===== config.mk =====
export PLATFORM = sky130hd
export DESIGN_NAME = ram_port_arbiter
export DESIGN_NICKNAME = d
export VERILOG_FILES = /design/src/rtl/ram_port_arbiter.sv
export SDC_FILE = /design/constraint.sdc
export NUM_CORES = 1
export LEC_CHECK = 0
export BUFFER_PORTS_ARGS = -buffer_cell sky130_fd_sc_hd__buf_2
export CORE_MARGIN = 1.5
export CORE_UTILIZATION = 43
export CTS_BUF_LIST = sky130_fd_sc_hd__clkbuf_4 sky130_fd_sc_hd__clkbuf_8
export CTS_CLUSTER_DIAMETER = 40
export DETAILED_ROUTE_END_ITERATION = 10
export GPL_TIMING_DRIVEN = 1
export PLACE_DENSITY = 0.82
export SLEW_MARGIN = 5
export SYNTH_ARGS = -nofsm -noshare
export SYNTH_HDL_FRONTEND = slang
export SYNTH_SLANG_ARGS = --single-unit

===== constraint.sdc =====
create_clock -name clk -period 2 [get_ports clk]
set_input_delay 0.4 -clock clk [delete_from_list [all_inputs] [get_ports clk]]
set_output_delay 0.4 -clock clk [all_outputs]
set_load 0.1 [all_outputs]

===== src/rtl/ram_port_arbiter.sv =====
// ram_port_arbiter: zero-fills a single-port sync RAM and then
// shares it round-robin between two ready/valid requesters.
//
// Ports:
//   clk, rst_n        clock, async active-low reset
//   clear             in RUN: restart the zero-fill
//   init_done         high while accepting requests
//   a_/b_req,we,addr,wdata   request payload per port
//   a_/b_ready        request accepted this cycle
//   a_/b_rvalid,rdata read data, one cycle after accept
//   ram_address, ram_write_data, ram_write_en  to RAM
//   ram_read_data     from RAM, one cycle after address
module ram_port_arbiter #(
  parameter int SIZE  = 8,
  parameter int DEPTH = 256,
  localparam int AW   = $clog2(DEPTH)
) (
  input  logic            clk,
  input  logic            rst_n,
  input  logic            clear,
  output logic            init_done,

  input  logic            a_req,
  output logic            a_ready,
  input  logic            a_we,
  input  logic [AW-1:0]   a_addr,
  input  logic [SIZE-1:0] a_wdata,
  output logic            a_rvalid,
  output logic [SIZE-1:0] a_rdata,

  input  logic            b_req,
  output logic            b_ready,
  input  logic            b_we,
  input  logic [AW-1:0]   b_addr,
  input  logic [SIZE-1:0] b_wdata,
  output logic            b_rvalid,
  output logic [SIZE-1:0] b_rdata,

  output logic [AW-1:0]   ram_address,
  output logic [SIZE-1:0] ram_write_data,
  output logic            ram_write_en,
  input  logic [SIZE-1:0] ram_read_data
);

  localparam logic ST_INIT = 1'b0;
  localparam logic ST_RUN  = 1'b1;

  localparam logic PORT_A = 1'b0;
  localparam logic PORT_B = 1'b1;

  localparam logic [AW-1:0] LAST_ADDR =
    AW'(DEPTH - 1);

  logic          state_q;
  logic          state_d;
  logic [AW-1:0] clr_addr_q;
  logic [AW-1:0] clr_addr_d;
  logic          last_q;
  logic          last_d;
  logic          rsp_valid_q;
  logic          rsp_valid_d;
  logic          rsp_sel_q;
  logic          rsp_sel_d;
  logic [AW-1:0] hold_addr_q;
  logic [AW-1:0] hold_addr_d;

  logic run;
  logic gnt_a;
  logic gnt_b;

  assign run = (state_q == ST_RUN);

  // On a tie the port that did not win last time goes.
  assign gnt_a = run & a_req &
    (~b_req | (last_q == PORT_B));
  assign gnt_b = run & b_req &
    (~a_req | (last_q == PORT_A));

  assign init_done = run;
  assign a_ready   = gnt_a;
  assign b_ready   = gnt_b;

  assign a_rvalid = rsp_valid_q &
    (rsp_sel_q == PORT_A);
  assign b_rvalid = rsp_valid_q &
    (rsp_sel_q == PORT_B);

  assign a_rdata = ram_read_data;
  assign b_rdata = ram_read_data;

  always_comb begin
    state_d        = state_q;
    clr_addr_d     = clr_addr_q;
    last_d         = last_q;
    rsp_valid_d    = 1'b0;
    rsp_sel_d      = rsp_sel_q;
    hold_addr_d    = hold_addr_q;
    ram_address    = hold_addr_q;
    ram_write_data = '0;
    ram_write_en   = 1'b0;

    unique case (1'b1)
      !run: begin
        ram_address    = clr_addr_q;
        ram_write_data = '0;
        ram_write_en   = 1'b1;
        hold_addr_d    = clr_addr_q;
        if (clr_addr_q == LAST_ADDR) begin
          clr_addr_d = '0;
          state_d    = ST_RUN;
        end else begin
          clr_addr_d = clr_addr_q + AW'(1);
        end
      end
      gnt_a: begin
        ram_address    = a_addr;
        ram_write_data = a_wdata;
        ram_write_en   = a_we;
        hold_addr_d    = a_addr;
        last_d         = PORT_A;
        rsp_valid_d    = ~a_we;
        rsp_sel_d      = PORT_A;
      end
      gnt_b: begin
        ram_address    = b_addr;
        ram_write_data = b_wdata;
        ram_write_en   = b_we;
        hold_addr_d    = b_addr;
        last_d         = PORT_B;
        rsp_valid_d    = ~b_we;
        rsp_sel_d      = PORT_B;
      end
      default: begin
      end
    endcase

    // The transfer granted alongside clear still completes.
    if (run && clear) begin
      state_d    = ST_INIT;
      clr_addr_d = '0;
    end
  end

  always_ff @(posedge clk or negedge rst_n) begin
    if (!rst_n) begin
      state_q     <= ST_INIT;
      clr_addr_q  <= '0;
      last_q      <= PORT_B;
      rsp_valid_q <= 1'b0;
      rsp_sel_q   <= PORT_A;
      hold_addr_q <= '0;
    end else begin
      state_q     <= state_d;
      clr_addr_q  <= clr_addr_d;
      last_q      <= last_d;
      rsp_valid_q <= rsp_valid_d;
      rsp_sel_q   <= rsp_sel_d;
      hold_addr_q <= hold_addr_d;
    end
  end

endmodule


==> impl_metrics.tcl, run 1 <==
set metrics [dict create \
    status "finished with violations" \
    violations "DRC, setup timing" \
    post_drt_wl_per_cell_um 23.1 \
    fin_ws_ns -0.254 \
    syn_area_um2 1310 \
    diodes 0 \
    antenna_found_initial 0 \
    layout-drive-gt1-share 0.617 \
    io_pins 85 \
    synthCells 148 \
    num-nets-final 250 \
    layout_min_cycle_time_ns 2.25 \
    vias_per_cell 6.41 \
    cts-hold-fix-buffers 0 \
    ff2ff_setup_slack_ns 0.42 \
    first_pass_iters 7 \
    grt_use_total 0.298 \
    grt_max_degree 34 \
    synth.top_cell.area_share 0.362 \
    synth_ff_type "dfrtp_1" \
    hp-class "in -> async" \
    pre_cts_slack_ns 0.0104 \
    vdd_drop_max_v 0.000728 \
    crit_fanout 5 \
    r2r_cells 4 \
    die_area_um2 3400 \
    grt_pass1_vias 1486 \
    final-hold-violation-count 0 \
    port_buffers 60 \
    syn_avg_cell_area_um2 8.88 \
    endpoint_kind "primary output" \
    fmax_ghz 0.444 \
    r2r_end "clr_addr_q[3]" \
    powerDensity_nw_per_um2 1000 \
    maxCapViolCount 0 \
    place.gp.congestion 0.835 \
    grt_pass1_wl_um 7560 \
    synth_top_cell_by_area "dfrtp_1" \
    cts.sinks 20 \
    yosysWarnings 0 \
    drtAntennaViolNets 0 \
    ys_types 37 \
    grt-ovfl-total 0 \
    num_rows 19 \
    drt_iter0_drc 92 \
    dp_hpwl_um 3480 \
    drc_errors 2 \
    routed_wl_um 5360 \
    regToRegStartpoint "clr_addr_q[0]" \
    multiInputGateArea_um2 951 \
    nFillCells 160 \
    initial_core_util 0.464 \
    syn_to_final_growth_pct 76.3 \
    leakagePower_nw 0.987 \
    async_flop_share 1.00 \
    numCtsBuffers 3 \
    required_ns 1.60 \
    whs_ns 0.0166 \
    die_y_um 58.3 \
    slew_violations 0 \
    arrival_ns 1.85 \
    synth_seq_cells 20 \
    rsz0062_at_grt "yes" \
    clock_skew_ns 0.00307 \
    synth_edf_count 0 \
    root_buffer "clkbuf_4" \
    stdcell_count 232 \
    final_core_util 0.819 \
    register_area_um2 505 \
    max_slew_margin 0.676 \
    clk_pin_slew_worst_paths_ns 0.12 \
    die_x_um 58.3 \
    final-setup-viol-count 17 \
    worstMarginPinSlew_ns 0.482 \
    htree_levels 1 \
    finalCritPeriodShare 1.13 \
    yosysSeqAreaShare 0.382 \
    vias 1486 \
    cts_max_path_buffers 2 \
    place_inst 220 \
    startpoint_type "flip-flop" \
    fp.coreArea_um2 2830 \
    synthTopCellsByArea "dfrtp_1 36%, buf_4 9.1%, a22o_1 6.0%" \
    syn-num-nets 196 \
    path_class "reg -> out" \
    worstSkewPairLatency_ns 0.32 \
    tns_ns -3.60 \
    cts_tree "built" \
]
cell families after synthesis:
kind of cell / count (synthesis) / synth area share
AO/OA/AOI/OAI: 42 / 0.239
flip-flops: 20 / 0.382
adder cells (fa/ha/maj): 1 / 0.00952
buffers and inverters: 30 / 0.143
XOR/XNOR: 2 / 0.0133
AND/OR/NAND/NOR: 52 / 0.206
multiplexers: 1 / 0.00762
where the power goes:
part / total [mW] / internal, mW / switching [mW]
sequential: 0.696 / 0.541 / 0.155
combinational: 1.39 / 0.540 / 0.852
clock: 0.233 / 0.0917 / 0.141
routing by layer:
metal	GRT usage	share of wire	vias to the layer above	wire length, um
met5	0	0	-	0
met4	0.120	0.061	0	327
met3	0.0826	0.068	39	364
met2	0.518	0.51	80	2730
met1	0.343	0.36	715	1940
li1	-	-	652	-
synthesized netlist by cell type, types with 2 or more instances:
| master | instances |
|---|---|
| a21o_1 | 2 |
| a21oi_1 | 4 |
| a22o_1 | 9 |
| a31oi_1 | 7 |
| a41oi_1 | 2 |
| buf_2 | 6 |
| buf_4 | 16 |
| dfrtp_1 | 19 |
| inv_1 | 3 |
| inv_2 | 2 |
| nand2_1 | 14 |
| nand3_1 | 8 |
| nand3b_1 | 2 |
| nand4_1 | 7 |
| nor2_1 | 8 |
| nor2b_1 | 6 |
| o211ai_1 | 2 |
| o21ai_0 | 2 |
| o221ai_1 | 8 |
| o22ai_1 | 3 |
| or4_1 | 2 |
final cells by class:
cell class	instances	area share
well taps	31	0.0167
clock buffers	4	0.0130
multi-input cells	98	0.411
flip-flops and latches	20	0.218
repair inverters	1	0.00378
repair buffers	72	0.318
inverters	6	0.0194
stage by stage:
stage / power, mW / cell area (um2)
2_1_floorplan: 1.66 / 1610
3_3_place_gp: 1.94 / 2110
3_5_place_dp: 1.98 / 2110
4_1_cts: 2.27 / 2220
5_1_grt: 2.39 / 2320
6_report: 2.32 / 2320
flip-flops by register name, summed over array words and instances (netlist names):
register     count
clr_addr_q       8
hold_addr_q      8
init_done        1
last_q           1
rsp_sel_q        1
rsp_valid_q      1
worst max path at each step:
stage | cells past startpoint | slack (ns) | endpoint | startpoint
final | 7 | -0.25 | ram_write_data[6] | last_q
after global routing | 7 | -0.29 | ram_write_data[6] | last_q
after CTS | 5 | -0.17 | ram_address[3] | last_q
after detailed placement | 5 | 0.01 | ram_address[6] | b_req
after global placement | 5 | 0.04 | ram_address[6] | b_req
after floorplan | 4 | -0.12 | ram_address[0] | init_done
worst max-delay path, cell delays in order, from the launching register on:
cell and delay (ns):
dfstp_2 0.60, nand2b_4 0.15, buf_4 0.13, nand3_4 0.10, buf_12 0.16, inv_16 0.06, a22o_4 0.15, buf_12 0.17
cell usage in the layout (no fill, tap or decap), types with 2 or more instances in the layout:
cell type	n
buf_2	41
a21oi_4	2
buf_6	3
nand3b_1	2
nor2b_2	2
nor2_4	2
a21oi_1	2
nor2b_1	3
o211ai_1	2
buf_4	5
buf_12	23
a22o_4	8
clkbuf_4	4
o221ai_2	8
dfrtp_1	18
o22ai_1	3
nor2_2	5
nand3_2	3
a21o_1	2
inv_6	2
or4_1	2
nand4_1	7
o21ai_0	2
nand3_1	5
inv_1	3
nand2_1	13
a31oi_4	6
timing repair:
| item | CTS | global route |
|---|---|---|
| endpoints found under the setup margin | 17 | 17 |
| cloned | 0 | 1 |
| gates resized for setup | 18 | 7 |
| buffers inserted | 1 | 6 |
| pin swaps | 11 | 5 |
(Power assumes the default switching activity.)
==> run 2, diff against run 1 <==
Settings changed: ABC_AREA from default to 1, MAX_ROUTING_LAYER from default to met4, PLACE_DENSITY 0.82 to 0.83, SLEW_MARGIN 5 to default.
==> impl_metrics.tcl, run 2 <==
set metrics [dict create \
    status "finished with violations" \
    violations "DRC, setup timing" \
    rsz0062_at_grt "yes" \
    ys_types 26 \
    path_buf_inv 3 \
    grt_use_met1 0.232 \
    die_area_um2 3350 \
    grt_pass1_wl_um 5260 \
    antenna_found_initial 0 \
    required_ns 1.60 \
    synthTopCellsByArea "dfrtp_1 37%, nand2_1 25%, buf_4 10%" \
    grt_use_total 0.206 \
    cp.depth 6 \
    powerDensity_nw_per_um2 1360 \
    synth_ff_type "dfrtp_1" \
    synth_seq_cells 20 \
    yosysWarnings 0 \
    yosysSeqAreaShare 0.387 \
    die_x_um 57.9 \
    intPower_mw 1.38 \
    grt-ovfl-total 0 \
    vdd_drop_max_v 0.00123 \
    power_frac_seq 0.281 \
    fmax_ghz 0.488 \
    syn_to_final_growth_pct 50.2 \
    diodes 0 \
    swShare 0.481 \
    arrival_ns 1.65 \
    max_slew_margin 0.680 \
    pwr-share-clk 0.126 \
    reg_top3 "clr_addr_q: 8 flops, hold_addr_q: 8 flops" \
    final_common_cell "nand2_1" \
    post_drt_wl_per_cell_um 11.6 \
    port_buffers 60 \
    endpoint_kind "primary output" \
    drtAntennaViolNets 0 \
    yosysMostFrequentCell "nand2_1" \
    drc_errors 16 \
    layout_common_cells "77 x nand2_1, 41 x buf_2, 19 x buf_12" \
    dp_hpwl_um 2250 \
    use_met3 0.0513 \
    stdcell_count 266 \
    final-hold-violation-count 0 \
    vias 1315 \
    worstMarginPinSlew_ns 0.483 \
    root_buffer "clkbuf_4" \
    finalCritPeriodShare 1.02 \
    worstSkewPairLatency_ns 0.30 \
    final-setup-viol-count 9 \
    layout-drive-gt1-share 0.434 \
    cts_max_path_buffers 2 \
    clk_pin_slew_worst_paths_ns 0.12 \
    synth_edf_count 0 \
    async_flop_share 1.00 \
    cts_tree "built" \
    drt_iter0_drc 69 \
    fp.coreArea_um2 2810 \
    place_inst 252 \
    initial_core_util 0.462 \
    vias_per_cell 4.94 \
    slew_violations 0 \
    first_pass_iters 7 \
    path_class "reg -> out" \
    crit_slowest_cell "dfstp_2" \
    io_pins 85 \
    stdcell_area_um2 1950 \
    r2r_cells 10 \
    hp-class "in -> async" \
    startpoint_type "flip-flop" \
    r2r_end "hold_addr_q[6]" \
    clock_skew_ns 0.00656 \
    critPathMaxStageDelay_ns 0.55 \
    crit_chain "inv_1 > a21oi_2 > buf_4 > nand2_1 > nand3_1 > buf_12" \
    num-nets-final 284 \
    regToRegStartpoint "last_q" \
    top_usage_layer "met2" \
    fin_ws_ns -0.0488 \
    layout_min_cycle_time_ns 2.05 \
    syn_area_um2 1290 \
    htree_levels 1 \
    cts.sinks 20 \
    syn_avg_cell_area_um2 7.23 \
    final_core_util 0.694 \
    synth.top_cell.area_share 0.367 \
    synthCells 179 \
    critical-path-top-delay-family "flip-flops" \
    die_y_um 57.9 \
    synth_top_cell_by_area "dfrtp_1" \
    grt_max_degree 21 \
    p_sw_mw 1.27 \
    place.gp.congestion 0.839 \
    leakagePower_nw 0.981 \
    ff2ff_setup_slack_ns 0.16 \
    grt_pass1_vias 1247 \
    maxCapViolCount 0 \
    numCtsBuffers 3 \
    met2_usage 0.351 \
    combPwrFrac 0.593 \
    crit_fanout 11 \
    syn-num-nets 227 \
    post_dp_cell_area_um2 1810 \
    synth_common_cells "86 x nand2_1, 19 x dfrtp_1, 18 x buf_4" \
    routed_wl_um 3080 \
    num_rows 19 \
]
run 2: changes by cell type in the layout (fill, tap and decap cells not counted), sizes merged, moves of 3 or more:
cell	change
o221ai	-8
a22o	-8
a31oi	-7
nand3	-3
nand2	+76
o21ai	+4
nor2b	-6
inv	+7
run 2: how the worst max path moves through the flow:
stage / start / to / slack (ns)
after floorplan: init_done / hold_addr_q[7] / -0.41
after global placement: a_req / ram_address[6] / 0.24
after detailed placement: a_req / ram_address[6] / 0.21
after CTS: last_q / ram_write_en / -0.06
after global routing: last_q / ram_address[7] / -0.16
final: last_q / ram_write_en / -0.05
run 2: cell families (layout without fill, tap and decap cells):
group / after synthesis / in the layout / synth area share
buffers and inverters: 33 / 89 / 0.159
adders and majority gates: 1 / 1 / 0.00966
DFF: 20 / 20 / 0.387
AOI/OAI and AO/OA: 12 / 12 / 0.0560
and+or+nand+nor: 111 / 111 / 0.374
xor gates and xnor gates: 2 / 2 / 0.0135
run 2: metal layers:
metal  wire (um)  vias to the layer above  part of all wire
met1        1290                      592              0.42
li1            -                      658                 -
met3         310                        2              0.10
met5           0                        -                 0
met2        1450                       63              0.47
met4          29                        0            0.0094
run 2: final cells by class:
class | instances | area, um2
clock buffers | 3 | 22.5
clock inverters | 1 | 30.0
fillers | 220 | 860
inverters | 13 | 61.3
multi-input cells | 126 | 612
flip-flops and latches | 20 | 505
well taps | 31 | 38.8
repair buffers | 72 | 676
run 2: power groups by stage:
stage	Clock [mW]	Sequential [mW]	Combinational [mW]
6_report	0.334	0.744	1.57
5_1_grt	0.362	0.770	1.67
4_1_cts	0.342	0.740	1.54
3_5_place_dp	0	0.747	1.47
3_3_place_gp	0	0.742	1.45
2_1_floorplan	0	0.708	1.12
run 2: metrics by stage:
stage                     power [mW]  hold WS, ns  TNS [ns]  worst slack (ns)
after global routing            2.80       0.0290     -2.03            -0.160
after detailed placement        2.21        0.373         0             0.211
final                           2.65       0.0184    -0.279           -0.0488
after floorplan                 1.83        0.104     -8.17            -0.410
after global placement          2.19        0.371         0             0.236
after CTS                       2.62       0.0276    -0.455           -0.0647
run 2: timing repair:
action	4_1_cts	5_1_grt
hold buffers	0	0
endpoints found under the setup margin	14	17
resized for setup	3	0
pin swaps	6	4
buffers inserted	8	2
